==> config.mk <==
export PLATFORM = sky130hd
export DESIGN_NAME = ttt_game_ctrl
export DESIGN_NICKNAME = d
export VERILOG_FILES = /design/src/rtl/ttt_pkg.sv /design/src/rtl/ttt_win_check.sv /design/src/rtl/ttt_game_ctrl.sv
export SDC_FILE = /design/constraint.sdc
export NUM_CORES = 1
export LEC_CHECK = 0
export BUFFER_PORTS_ARGS = -buffer_cell sky130_fd_sc_hd__buf_2
export CAP_MARGIN = 20
export CORE_UTILIZATION = 30
export CTS_CLUSTER_SIZE = 10
export DETAILED_ROUTE_END_ITERATION = 7
export PLACE_DENSITY = 0.57
export SYNTH_ARGS = -nofsm -noshare
export SYNTH_HDL_FRONTEND = slang
export SYNTH_SLANG_ARGS = --single-unit
==> constraint.sdc <==
create_clock -name clk -period 2.4 [get_ports clk]
set_input_delay 0 -clock clk [delete_from_list [all_inputs] [get_ports clk]]
set_output_delay 0 -clock clk [all_outputs]
set_load 0.01 [all_outputs]
==> src/rtl/ttt_pkg.sv <==
// Shared definitions for the tic-tac-toe controller: FSM state encoding and
// the winner codes driven on the winner output.
package ttt_pkg;

    typedef enum logic [2:0] {
        S_IDLE,
        S_WAIT1,
        S_CHK1,
        S_WAIT2,
        S_CHK2,
        S_WIN1,
        S_WIN2,
        S_DRAW
    } state_t;

    localparam logic [1:0] W_NONE = 2'b00;
    localparam logic [1:0] W_P1   = 2'b01;
    localparam logic [1:0] W_P2   = 2'b10;
    localparam logic [1:0] W_DRAW = 2'b11;

endpackage

==> src/rtl/ttt_win_check.sv <==
// Combinational K-in-a-row detector for one player's N x N occupancy map
// (row-major, bit r*N+c). Every K-long window in all four directions is ANDed.
module ttt_win_check #(
    parameter int N = 3,
    parameter int K = 3
) (
    input  logic [N*N-1:0] board,
    output logic           win
);

    localparam int NW = N - K + 1;  // window start positions per line

    logic [N*NW-1:0]  w_row;
    logic [N*NW-1:0]  w_col;
    logic [NW*NW-1:0] w_dia;
    logic [NW*NW-1:0] w_anti;

    for (genvar a = 0; a < N; a++) begin : g_line
        for (genvar b = 0; b < NW; b++) begin : g_win
            logic [K-1:0] w_r;
            logic [K-1:0] w_c;
            for (genvar t = 0; t < K; t++) begin : g_cell
                assign w_r[t] = board[a*N + b + t];
                assign w_c[t] = board[(b + t)*N + a];
            end
            assign w_row[a*NW + b] = &w_r;
            assign w_col[a*NW + b] = &w_c;
        end
    end

    // Anti-diagonal windows run from the top-right corner of each KxK square.
    for (genvar r = 0; r < NW; r++) begin : g_drow
        for (genvar c = 0; c < NW; c++) begin : g_dcol
            logic [K-1:0] w_d;
            logic [K-1:0] w_a;
            for (genvar t = 0; t < K; t++) begin : g_cell
                assign w_d[t] = board[(r + t)*N + c + t];
                assign w_a[t] = board[(r + t)*N + c + K - 1 - t];
            end
            assign w_dia[r*NW + c]  = &w_d;
            assign w_anti[r*NW + c] = &w_a;
        end
    end

    assign win = |{w_row, w_col, w_dia, w_anti};

endmodule

==> src/rtl/ttt_game_ctrl.sv <==
// Two-player N x N, K-in-a-row game sequencer: holds both boards, validates
// moves, detects win/draw one cycle after each move and enforces a turn timeout.
module ttt_game_ctrl
    import ttt_pkg::*;
#(
    parameter int  N       = 3,
    parameter int  K       = 3,
    parameter int  TIMEOUT = 0,
    localparam int IDX_W   = $clog2(N*N)
) (
    input  logic             clk,
    input  logic             rst,
    input  logic             start,
    input  logic             new_game,
    input  logic             move_valid,
    input  logic [IDX_W-1:0] move_idx,
    output logic [N*N-1:0]   board_j1,
    output logic [N*N-1:0]   board_j2,
    output logic             turn,
    output logic             illegal,
    output logic             timeout,
    output logic             game_over,
    output logic [1:0]       winner
);

    localparam int               CELLS     = N * N;
    localparam int               TMR_W     = (TIMEOUT > 0) ? $clog2(TIMEOUT + 1) : 1;
    localparam logic [TMR_W-1:0] TMR_LAST  = (TIMEOUT > 0) ? TMR_W'(TIMEOUT - 1) : '0;
    localparam logic [IDX_W:0]   IDX_LIMIT = (IDX_W + 1)'(CELLS);
    localparam logic [CELLS-1:0] CELL_ONE  = {{(CELLS - 1){1'b0}}, 1'b1};

    state_t           r_state;
    logic [CELLS-1:0] r_board_j1;
    logic [CELLS-1:0] r_board_j2;
    logic [TMR_W-1:0] r_timer;
    logic             r_turn;
    logic             r_illegal;
    logic             r_timeout;
    logic             r_game_over;
    logic [1:0]       r_winner;

    state_t           w_state_nxt;
    logic [CELLS-1:0] w_move_mask;
    logic [CELLS-1:0] w_chk_board;
    logic             w_waiting;
    logic             w_occupied;
    logic             w_legal;
    logic             w_expire;
    logic             w_full;
    logic             w_win;
    logic [CELLS-1:0] w_b1_nxt;
    logic [CELLS-1:0] w_b2_nxt;
    logic [TMR_W-1:0] w_timer_nxt;
    logic             w_turn_nxt;
    logic             w_illegal_nxt;
    logic             w_timeout_nxt;
    logic             w_game_over_nxt;
    logic [1:0]       w_winner_nxt;

    // An out-of-range index shifts the mask to zero, so it never reads as occupied.
    assign w_move_mask = CELL_ONE << move_idx;
    assign w_waiting   = (r_state == S_WAIT1) || (r_state == S_WAIT2);
    assign w_occupied  = |((r_board_j1 | r_board_j2) & w_move_mask);
    assign w_legal     = w_waiting && move_valid && ({1'b0, move_idx} < IDX_LIMIT) && !w_occupied;
    assign w_expire    = (TIMEOUT > 0) && w_waiting && (r_timer == TMR_LAST) && !w_legal;
    assign w_full      = &(r_board_j1 | r_board_j2);
    assign w_chk_board = (r_state == S_CHK2) ? r_board_j2 : r_board_j1;

    ttt_win_check #(
        .N (N),
        .K (K)
    ) u_win_check (
        .board (w_chk_board),
        .win   (w_win)
    );

    // NOTE: sequential state uses non-blocking (<=) so every flop samples pre-edge values.
    always_ff @(posedge clk or posedge rst) begin
        if (rst) begin
            r_state <= S_IDLE;
        end else begin
            r_state <= w_state_nxt;
        end
    end

    // NOTE: every always_comb output gets a default first, so no path can infer a latch.
    always_comb begin
        w_state_nxt = r_state;
        if (new_game) begin
            w_state_nxt = S_IDLE;
        end else begin
            case (r_state)
                S_IDLE:  if (start) w_state_nxt = S_WAIT1;
                S_WAIT1: begin
                    if (w_legal)       w_state_nxt = S_CHK1;
                    else if (w_expire) w_state_nxt = S_WIN2;
                end
                S_WAIT2: begin
                    if (w_legal)       w_state_nxt = S_CHK2;
                    else if (w_expire) w_state_nxt = S_WIN1;
                end
                S_CHK1: begin
                    if (w_win)       w_state_nxt = S_WIN1;
                    else if (w_full) w_state_nxt = S_DRAW;
                    else             w_state_nxt = S_WAIT2;
                end
                S_CHK2: begin
                    if (w_win)       w_state_nxt = S_WIN2;
                    else if (w_full) w_state_nxt = S_DRAW;
                    else             w_state_nxt = S_WAIT1;
                end
                default: w_state_nxt = r_state;
            endcase
        end
    end

    always_comb begin
        w_b1_nxt      = r_board_j1;
        w_b2_nxt      = r_board_j2;
        w_timer_nxt   = '0;
        w_illegal_nxt = 1'b0;
        w_timeout_nxt = 1'b0;
        if (new_game) begin
            w_b1_nxt = '0;
            w_b2_nxt = '0;
        end else if (w_waiting) begin
            if (w_legal) begin
                if (r_state == S_WAIT1) w_b1_nxt = r_board_j1 | w_move_mask;
                else                    w_b2_nxt = r_board_j2 | w_move_mask;
            end else begin
                w_illegal_nxt = move_valid;
                w_timeout_nxt = w_expire;
                if ((TIMEOUT > 0) && !w_expire) w_timer_nxt = r_timer + 1'b1;
            end
        end

        // Status outputs are decoded from the next state so they register with it.
        w_turn_nxt      = (w_state_nxt == S_WAIT2) || (w_state_nxt == S_CHK2);
        w_game_over_nxt = (w_state_nxt == S_WIN1) || (w_state_nxt == S_WIN2) ||
                          (w_state_nxt == S_DRAW);
        case (w_state_nxt)
            S_WIN1:  w_winner_nxt = W_P1;
            S_WIN2:  w_winner_nxt = W_P2;
            S_DRAW:  w_winner_nxt = W_DRAW;
            default: w_winner_nxt = W_NONE;
        endcase
    end

    always_ff @(posedge clk or posedge rst) begin
        if (rst) begin
            r_board_j1  <= '0;
            r_board_j2  <= '0;
            r_timer     <= '0;
            r_turn      <= 1'b0;
            r_illegal   <= 1'b0;
            r_timeout   <= 1'b0;
            r_game_over <= 1'b0;
            r_winner    <= W_NONE;
        end else begin
            r_board_j1  <= w_b1_nxt;
            r_board_j2  <= w_b2_nxt;
            r_timer     <= w_timer_nxt;
            r_turn      <= w_turn_nxt;
            r_illegal   <= w_illegal_nxt;
            r_timeout   <= w_timeout_nxt;
            r_game_over <= w_game_over_nxt;
            r_winner    <= w_winner_nxt;
        end
    end

    assign board_j1  = r_board_j1;
    assign board_j2  = r_board_j2;
    assign turn      = r_turn;
    assign illegal   = r_illegal;
    assign timeout   = r_timeout;
    assign game_over = r_game_over;
    assign winner    = r_winner;

endmodule

==> impl_metrics.yaml <==
run_status:
  status: "finished clean"
pwr:
  peakVddDrop_uv: 215
  p_per_area_nw_per_um2: 467
  cellLeakagePower_nw: 0.835
yosys:
  ys_types: 39
  syn_nets: 153
  postSynthAreaPerCell_sq_um: 9.48
  postSynthCellCount: 144
  ys_ff_latch: 26
  synthFlopType: "dfrtp_1"
  synth_edf_count: 0
  syn_area_sq_um: 1370
  synth_top_area_share_pct: 47.7
  yosysWarnings: 0
  synthTopCellsByArea: "dfrtp_1 48%, a21oi_1 7.3%, nor2_1 6.3%, a22oi_1 3.3%, a22o_1 3.2%"
  ys_seq_area_share_pct: 47.7
  yosys.area.top_type: "dfrtp_1"
  async_reset_ff_share_pct: 100
timing:
  skew_ns: 0.00366
  max_slew.worst_pin.slew_ns: 0.654
  drv_slew: 0
  min_period_ns: 2.24
  max_freq_ghz: 0.447
  layout_setup_ws_ns: 0.164
  fin_tns_setup_ns: 0
  fin_crit_sh_pct: 93.2
  slew_headroom_pct: 55.8
  hold-worst-slack_ns: 0.0356
  setup_viol: 0
  hold_violations: 0
  rsz0062_at_grt: "no"
cells_and_area:
  n_antenna_cell: 0
  finalNonFillerCells: 232
  layout.nets: 191
  area_growth_pct: 22.3
  layout-drive-gt1-share_pct: 31.1
floorplanning:
  num_rows: 24
  die_h_um: 69.5
  initial_core_util_pct: 31.4
  die-area_sq_um: 4820
  core_area_sq_um: 4350
  io_pins: 33
  die_w_um: 69.5
global_routing:
  antenna_found_initial: 0
  grt.overflow.total: 0
  grt_pass1_vias: 1208
  grt_pass1_wl_um: 6090
  grt_max_degree: 27
  grt_usage_pct: 15.7
critical_path:
  critPathSlowestCell: "or4_4"
  crit_arrival_ns: 2.43
  crit_chain: "or4_4 > o21ai_2 > nand4_2 > o221ai_1 > a31o_2 > inv_2 > or3_1 > mux2i_1"
  cp_top_family: "simple AND/OR/NAND/NOR gates"
  critPathRequiredTime_ns: 2.60
  cp-end-kind: "register"
  max_stage_delay_ns: 0.53
  path_class: "reg2reg"
  worst_setup_path_start_kind: "register"
  crit_buf_inv: 1
  cp_max_fo: 4
placed_design:
  dp.cells: 227
  post-place-ws_ns: 0.180
  io_buffer_count: 31
  gp_congestion: 0.890
  dp_hpwl_um: 2670
drt:
  dr.first_iter.drc_count: 47
  totalWireLength_um: 3650
  viasPerCell: 5.40
  antenna_left: 0
  first_pass_iters: 4
  wire_per_inst_um: 15.7
  drc_errors: 0
  vias: 1253
clock_tree:
  clock_sinks: 26
  post_cts_buffers: 0
  insertion_delay_ns: 0.27
  numCtsBuffers: 3
  cts_tree: "built"
  cts.path.max_buffers: 2
  hold_buffers: 1
  cts_resized: 0
  cts-root-buf: "clkbuf_8"
  clk_pin_slew_ns: 0.09
  cts_htree_levels: 1
hold_path:
  hold_path_class: "in2reg"
flow_run:
  drv_cap: 0
## cell usage after synthesis (all sizes together), types with 2 or more instances
master and number:
dfrtp 26, nor2 23, a21oi 20, a22oi 6, buf 6, or2 6
a22o 5, nor3 5, nor4bb 4, o21ai 4, clkbuf 3, inv 3
nand2b 3, nor4b 3, or3 3, a211o 2, a31oi 2, nand2 2
o221ai 2, o22ai 2
## area by class of cell
class / count / area (sq um)
clock buffer: 3 / 41.3
fill: 438 / 2690
sequential: 26 / 651
tap: 52 / 65.1
multi-input combinational: 106 / 653
inverter: 3 / 11.3
timing repair buffer: 42 / 248
## worst reg2reg max path: stages (launching register included)
cell and delay, ns:
dfrtp_1 0.39, or4_4 0.53, o21ai_2 0.14, nand4_2 0.13
o221ai_1 0.24, a31o_2 0.22, inv_2 0.05, or3_1 0.33
mux2i_1 0.13
## final timing paths
| kind | to | cells after the start | from | slack (ns) |
|---|---|---|---|---|
| setup / recovery | turn | 8 | board_j2[8] | 0.16 |
| hold / removal | illegal | 3 | move_valid | 0.04 |
| setup reg to reg | turn | 8 | board_j2[8] | 0.16 |
| hold reg to reg | board_j1[4] | 2 | board_j1[4] | 0.57 |
| max in group asynchronous | board_j2[6] | 4 | rst | 1.65 |
| min in group asynchronous | game_over | 3 | rst | 0.28 |
## report_power, final
part | internal (mW) | switching, mW | leakage [nW]
logic | 0.0319 | 0.0492 | 0.453
registers | 0.443 | 0.00675 | 0.361
clock network | 0.113 | 0.136 | 0.0216
total | 0.588 | 0.192 | 0.835
## routing by layer
layer	part of all wire (%)	up-vias	track usage, %
met4	1.2	0	5.22
met3	5.5	5	2.18
met1	46	601	21.9
met5	0	-	0
met2	47	38	24.9
li1	-	609	-
## placed cells by master (no fill, tap or decap), types with 2 or more instances in the layout
master | Yosys | layout
nor4bb_1 | 4 | 4
or3_1 | 3 | 3
o221ai_1 | 2 | 2
nand2b_1 | 3 | 3
buf_4 | 1 | 9
o21ai_0 | 3 | 3
nor2_1 | 23 | 23
a31oi_1 | 2 | 2
dfrtp_1 | 26 | 26
nand2_1 | 2 | 2
a22o_1 | 5 | 5
buf_2 | 4 | 31
inv_1 | 2 | 2
o22ai_1 | 2 | 2
nor3_1 | 4 | 4
a21oi_1 | 20 | 20
a22oi_1 | 6 | 6
clkbuf_8 | 0 | 3
or2_2 | 6 | 6
a211o_1 | 2 | 2
nor4b_1 | 3 | 3
## per-stage QoR
stage / cell area [sq um] / util (%) / total power [mW]
floorplan: 1370 / - / 0.513
global placement: 1600 / 36.8 / 0.533
detailed placement: 1600 / 36.8 / 0.535
CTS: 1650 / 38.0 / 0.780
global route: 1670 / 38.3 / 0.812
finish: 1670 / 38.3 / 0.780
## state kept, by name, summed over array words and instances (netlist names)
name / count
game_over: 1
board_j1: 9
illegal: 1
r_state: 3
board_j2: 9
turn: 1
winner: 2
## cell families after synthesis
kind of cell    count (synthesis)  synth area share [%]
flops                          26                  47.7
compound gates                 48                  23.1
mux                             1                 0.733
buf+inv                        12                  4.49
other cells                     1                 0.275
simple gates                   56                  23.7
Note: power is estimated with default switching activity, not from simulation.
